### config.mk
export PLATFORM = sky130hd
export DESIGN_NAME = cp0_mem
export DESIGN_NICKNAME = d
export VERILOG_FILES = /design/src/rtl/cp0_mem_pkg.sv /design/src/rtl/cp0_mem.sv
export SDC_FILE = /design/constraint.sdc
export NUM_CORES = 1
export LEC_CHECK = 0
export ABC_AREA = 0
export CAP_MARGIN = 10
export CELL_PAD_IN_SITES_DETAIL_PLACEMENT = 1
export CELL_PAD_IN_SITES_GLOBAL_PLACEMENT = 1
export CORE_MARGIN = 2
export CORE_UTILIZATION = 29
export CTS_CLUSTER_DIAMETER = 100
export DETAILED_ROUTE_END_ITERATION = 8
export PLACE_DENSITY = 0.78
export SETUP_SLACK_MARGIN = 0.5
export SLEW_MARGIN = 15
export SYNTH_ARGS = -nofsm -noshare
export SYNTH_HDL_FRONTEND = slang
export SYNTH_SLANG_ARGS = --single-unit
### constraint.sdc
create_clock -name clk -period 2.49 [get_ports clk]
set_clock_uncertainty 0.1 [all_clocks]
set_input_delay 0.3735 -clock clk [delete_from_list [all_inputs] [get_ports clk]]
set_output_delay 0.3735 -clock clk [all_outputs]
set_load 0.005 [all_outputs]
### src/rtl/cp0_mem_pkg.sv
// cp0_mem_pkg
//   Shared constants for the MEM-stage coprocessor 0: register indices,
//   SR/Cause field positions, exception codes and the bubble PC.
package cp0_mem_pkg;

  // CP0 register numbers (rd field of mfc0/mtc0)
  localparam logic [4:0] CP0_SR    = 5'd12;
  localparam logic [4:0] CP0_CAUSE = 5'd13;
  localparam logic [4:0] CP0_EPC   = 5'd14;
  localparam logic [4:0] CP0_PRID  = 5'd15;

  // SR field positions
  localparam int SR_IE     = 0;
  localparam int SR_EXL    = 1;
  localparam int SR_IM_LSB = 10;

  // Cause field positions
  localparam int CAUSE_EXC_LSB = 2;
  localparam int CAUSE_IP_LSB  = 10;
  localparam int CAUSE_BD      = 31;

  // Exception codes (bits [6:2] of Cause)
  localparam logic [6:2] EXC_INT  = 5'd0;
  localparam logic [6:2] EXC_ADEL = 5'd4;
  localparam logic [6:2] EXC_ADES = 5'd5;
  localparam logic [6:2] EXC_RI   = 5'd10;
  localparam logic [6:2] EXC_OV   = 5'd12;

  // Word PC carried by a pipeline bubble
  localparam logic [31:2] BUBBLE_PC = 30'hc00;

endpackage

### src/rtl/cp0_mem.sv
// cp0_mem
//   Coprocessor 0 living in the MEM stage. Holds SR, Cause, EPC and PRId,
//   decides every cycle whether the MEM instruction is replaced by an
//   exception/interrupt entry, and serves mfc0/mtc0/eret.
// Ports:
//   clk, reset    clock and synchronous active-high reset
//   RA            CP0 register address for mfc0 read and mtc0 write
//   Wdata         mtc0 write data
//   mtc0, eret    MEM-stage instruction flags
//   PC            word PC [31:2] of the MEM instruction
//   ExcCode       exception code carried down the pipe (0 = none)
//   BD            MEM instruction is in a branch delay slot
//   HWInt         level-sensitive hardware interrupt lines
//   Rdata         mfc0 read data (combinational)
//   EPC_out       current EPC, used for eret redirection
//   IntReq        take exception/interrupt this cycle; flushes the pipe
module cp0_mem
  import cp0_mem_pkg::*;
#(
  parameter logic [31:0] PRID = 32'h4D495053,
  parameter int          IM_W = 6
) (
  input  logic            clk,
  input  logic            reset,
  input  logic [4:0]      RA,
  input  logic [31:0]     Wdata,
  input  logic            mtc0,
  input  logic            eret,
  input  logic [31:2]     PC,
  input  logic [6:2]      ExcCode,
  input  logic            BD,
  input  logic [IM_W-1:0] HWInt,
  output logic [31:0]     Rdata,
  output logic [31:2]     EPC_out,
  output logic            IntReq
);

  // SR fields
  logic [IM_W-1:0] im_q, im_d;
  logic            exl_q, exl_d;
  logic            ie_q, ie_d;
  // Cause fields
  logic            bd_q, bd_d;
  logic [IM_W-1:0] ip_q;
  logic [6:2]      exc_q, exc_d;
  // EPC
  logic [31:2]     epc_q, epc_d;

  logic int_take;
  logic exc_take;

  // Interrupts are judged against the live lines, not the sampled IP,
  // so an enabled line is taken in the same cycle it is seen.
  assign int_take = (|(HWInt & im_q)) & ie_q & ~exl_q;
  assign exc_take = (ExcCode != EXC_INT) & ~exl_q;
  assign IntReq   = int_take | exc_take;
  assign EPC_out  = epc_q;

  // Read path: current register contents only, no same-cycle mtc0 bypass.
  always_comb begin
    Rdata = '0;
    case (RA)
      CP0_SR: begin
        Rdata[SR_IM_LSB +: IM_W] = im_q;
        Rdata[SR_EXL]            = exl_q;
        Rdata[SR_IE]             = ie_q;
      end
      CP0_CAUSE: begin
        Rdata[CAUSE_BD]                = bd_q;
        Rdata[CAUSE_IP_LSB +: IM_W]    = ip_q;
        Rdata[CAUSE_EXC_LSB +: 5]      = exc_q;
      end
      CP0_EPC:  Rdata = {epc_q, 2'b00};
      CP0_PRID: Rdata = PRID;
      default:  Rdata = '0;
    endcase
  end

  // Next state: exception/interrupt entry beats mtc0, which beats eret.
  always_comb begin
    im_d  = im_q;
    exl_d = exl_q;
    ie_d  = ie_q;
    bd_d  = bd_q;
    exc_d = exc_q;
    epc_d = epc_q;
    if (IntReq) begin
      exl_d = 1'b1;
      bd_d  = BD;
      exc_d = int_take ? EXC_INT : ExcCode;
      // Delay-slot instructions restart at the branch; wraps at 30 bits.
      epc_d = BD ? (PC - 30'd1) : PC;
    end else if (mtc0) begin
      if (RA == CP0_SR) begin
        im_d  = Wdata[SR_IM_LSB +: IM_W];
        exl_d = Wdata[SR_EXL];
        ie_d  = Wdata[SR_IE];
      end else if (RA == CP0_EPC) begin
        epc_d = Wdata[31:2];
      end
    end else if (eret) begin
      exl_d = 1'b0;
    end
  end

  always_ff @(posedge clk) begin
    if (reset) begin
      im_q  <= '0;
      exl_q <= 1'b0;
      ie_q  <= 1'b0;
      bd_q  <= 1'b0;
      ip_q  <= '0;
      exc_q <= '0;
      epc_q <= '0;
    end else begin
      im_q  <= im_d;
      exl_q <= exl_d;
      ie_q  <= ie_d;
      bd_q  <= bd_d;
      ip_q  <= HWInt;  // pending lines are visible to software every cycle
      exc_q <= exc_d;
      epc_q <= epc_d;
    end
  end

endmodule

==> load_flow_metrics.sql <==
INSERT INTO impl_metrics (metric_group, metric, value, unit) VALUES
('run_status', 'run_status', 'finished, final reports clean', ''),
('drt', 'drt_first_iter_violations', '121', ''),
('drt', 'dr_total_vias', '3699', ''),
('floorplanning', 'die_wd', '108', 'um'),
('min_path', 'min-delay-path-class', 'input port to flop', ''),
('setup_path', 'crit_path_start', 'ExcCode[5]', ''),
('yosys', 'synth.yosys.seq_area_share', '31.9', '%'),
('sta', 'maxSlewHeadroom', '66.5', '%'),
('yosys', 'postSynthCellCount', '383', ''),
('global_routing', 'grt_overflow', '0', ''),
('yosys', 'post_synth_num_cell_types', '46', ''),
('yosys', 'synthesis.yosys.warnings', '0', ''),
('drt', 'drt_first_pass_iters', '4', ''),
('layout', 'fraction_of_layout_instances_using_a_drive_strength_above_1', '31.6', '%'),
('sta', 'hold_ws', '0.249', 'ns'),
('yosys', 'post_synth_xor_area_fraction', '7.53', '%'),
('sta', 'grt_setup_unrepaired', 'true', ''),
('sta', 'worst_slew_pin_slew', '0.502', 'ns'),
('yosys', 'asyncSetResetFlopFracSynth', '0', '%'),
('clock_tree', 'clock_tree.buffer_depth', '2', ''),
('layout', 'n_fill_cell', '1237', ''),
('layout', 'syn_to_layout_area_delta', '81.4', '%'),
('sta', 'setup_violations', '0', ''),
('pwr', 'power_density', '363', 'nW/um2'),
('flow_run', 'cap_viol_max_count', '0', ''),
('yosys', 'syn-num-nets', '467', ''),
('floorplanning', 'placeableCoreArea', '10700', 'um2'),
('clock_tree', 'worst_skew_pair.late_latency', '0.30', 'ns'),
('placed_design', 'detailed_place.area', '5090', 'um2'),
('setup_path', 'wp_data_required', '2.02', 'ns'),
('placed_design', 'pre_cts_ws', '-0.199', 'ns'),
('setup_path', 'critical_path.slowest_cell', 'or4_4', ''),
('global_routing', 'grt_antenna_before_repair', '0', ''),
('floorplanning', 'initial_utilization', '29.4', '%'),
('sta', 'fin_crit_sh', '82.7', '%'),
('drt', 'via_per_inst', '5.14', ''),
('yosys', 'synth_simple_gate_area_share', '27.9', '%'),
('drt', 'detail_route.drc_violations', '0', ''),
('layout', 'stdcell_area', '5700', 'um2'),
('sta', 'timing.fmax', '0.485', 'GHz'),
('global_routing', 'first_global_vias', '3921', ''),
('floorplanning', 'ioPinCount', '146', ''),
('yosys', 'synth_top_flop_cell', 'dfxtp_1', ''),
('clock_tree', 'cts_hold_repair.buffers', '0', ''),
('setup_path', 'rr_startpoint', 'im_q[2]$_SDFFE_PP0P_', ''),
('placed_design', 'placedCellCount', '693', ''),
('layout', 'final_cell_count_no_fill', '720', ''),
('pwr', 'proportion_of_power_drawn_by_flip_flops_and_latches', '44.0', '%'),
('setup_path', 'crit_type', 'input port to primary output', ''),
('layout', 'num-nets-final', '665', ''),
('drt', 'postRouteAntennaNets', '0', ''),
('yosys', 'post_synth.cell_area_avg', '8.20', 'um2'),
('pwr', 'power_frac_comb', '32.3', '%'),
('floorplanning', 'die_height', '108', 'um'),
('sta', 'hold_violations', '0', ''),
('pwr', 'max-vdd-ir-drop', '0.210', 'mV'),
('placed_design', 'place.gp.congestion', '0.824', ''),
('drt', 'drt_wl_total', '13900', 'um'),
('clock_tree', 'clock_tree_from_tritoncts', 'built', ''),
('drt', 'drt-wirelength-per-cell', '19.4', 'um'),
('setup_path', 'critical_path.max_stage_delay', '0.48', 'ns'),
('clock_tree', 'ctsHtreeMaxLevel', '2', ''),
('setup_path', 'timing.reg2reg.setup_slack', '0.51', 'ns'),
('sta', 'setup_ws', '0.430', 'ns'),
('clock_tree', 'cts_buffers', '5', ''),
('floorplanning', 'std_cell_rows', '38', ''),
('floorplanning', 'floorplan.die_area', '11700', 'um2'),
('yosys', 'synth_top_family_by_area', 'simple AND/OR/NAND/NOR gates', ''),
('global_routing', 'grt_pass1_wl', '20700', 'um'),
('layout', 'antennaDiodeCount', '0', ''),
('placed_design', 'detailedPlacementHpwl', '10300', 'um');
[power by group through the flow]
stage | registers, mW | clock network [mW] | logic, mW
6_report | 0.911 | 0.491 | 0.668
5_1_grt | 0.918 | 0.521 | 0.717
4_1_cts | 0.910 | 0.500 | 0.625
3_5_place_dp | 0.927 | 0 | 0.602
3_3_place_gp | 0.926 | 0 | 0.581
2_1_floorplan | 0.915 | 0 | 0.233
[per-stage QoR]
stage | setup TNS (ns) | total power, mW | util (%)
final | 0 | 2.07 | 53.3
after global routing | 0 | 2.16 | 53.3
after CTS | 0 | 2.03 | 50.7
after detailed placement | -4.47 | 1.53 | 47.5
after global placement | -2.68 | 1.51 | 47.5
after floorplan | 0 | 1.15 | -
[sequential cells by signal (all words and copies together), names as in the netlist]
name,cells
EPC_out,30
im_q,6
ip_q,6
ie_q,1
exl_q,1
exc_q,5
bd_q,1
[cell usage after synthesis, types with 4 or more instances]
cell	n	area (um2)
nand4_1	8	50.1
nand3b_1	4	30.0
clkbuf_1	14	52.6
nor2b_1	32	200
and2_1	12	75.1
a211oi_2	8	100
a22oi_1	4	30.0
o21ai_0	4	20.0
nor3_1	5	25.0
mux2i_1	18	180
xor2_1	24	210
or4_1	5	37.5
nand3_1	9	45.0
nor2_1	55	206
a21oi_1	15	75.1
nand2_1	17	63.8
buf_2	10	50.1
a211oi_1	43	323
nor4_1	4	25.0
dfxtp_1	50	1000
[final cells by class]
class	instances	area, um2	area share, %
multi-input cells	299	2350	41.3
repair buffers	221	2070	36.3
well taps	140	175	3.07
flip-flops and latches	50	1000	17.6
clock buffers	6	82.6	1.45
inverters	4	15.0	0.263
[worst max-delay path: cells and delay by family]
kind | cells | cell delay [ns]
compound gates | 1 | 0.16
buf+inv | 3 | 0.40
simple gates | 2 | 0.64
[cells in the final DEF, fill, tap and decap left out, types with 5 or more instances in the layout]
master,Yosys,final
buf_2,10,12
a211oi_1,43,20
a21oi_1,15,15
nand3_1,9,7
dlygate4sd2_1,0,29
nand4_1,8,8
or4_4,0,5
xor2_1,24,17
and2_1,12,8
nor2b_1,32,31
dfxtp_1,50,47
a211oi_2,8,29
buf_4,3,55
clkdlybuf4s50_1,0,71
buf_6,0,19
clkdlybuf4s15_1,0,8
nor2_1,55,52
nand2_1,17,15
dlymetal6s2s_1,0,18
mux2i_1,18,17
clkbuf_8,0,6
xor2_2,0,7
[cell families after synthesis]
group / Yosys count
compound gates: 87
xor+xnor: 27
fa+ha+maj: 1
buf+inv: 34
flops: 50
mux: 20
simple gates: 164
[final timing paths]
| kind | to | cells after the start |
|---|---|---|
| hold / removal | ip_q[1]$_SDFF_PP0_ | 2 |
| setup / recovery | IntReq | 6 |
| hold reg to reg | exc_q[2]$_SDFFE_PP0N_ | 2 |
| setup reg to reg | EPC_out[26]$_SDFFE_PP0P_ | 7 |
[metal layers]
layer  up-vias  global-route usage (%)  wire length (um)
li1       1759                       -                 -
met1      1830                    27.6              5830
met2        90                    43.1              7380
met3        20                    1.93               407
met4         0                    5.31               325
met5         -                       0                 0
[timing repair]
action | in CTS | in global routing
pin swaps | 21 | 32
setup endpoints to repair | 73 | 48
cloned | 3 | 0
resized for setup | 157 | 72
buffers inserted | 14 | 4
(Power assumes the default switching activity.)
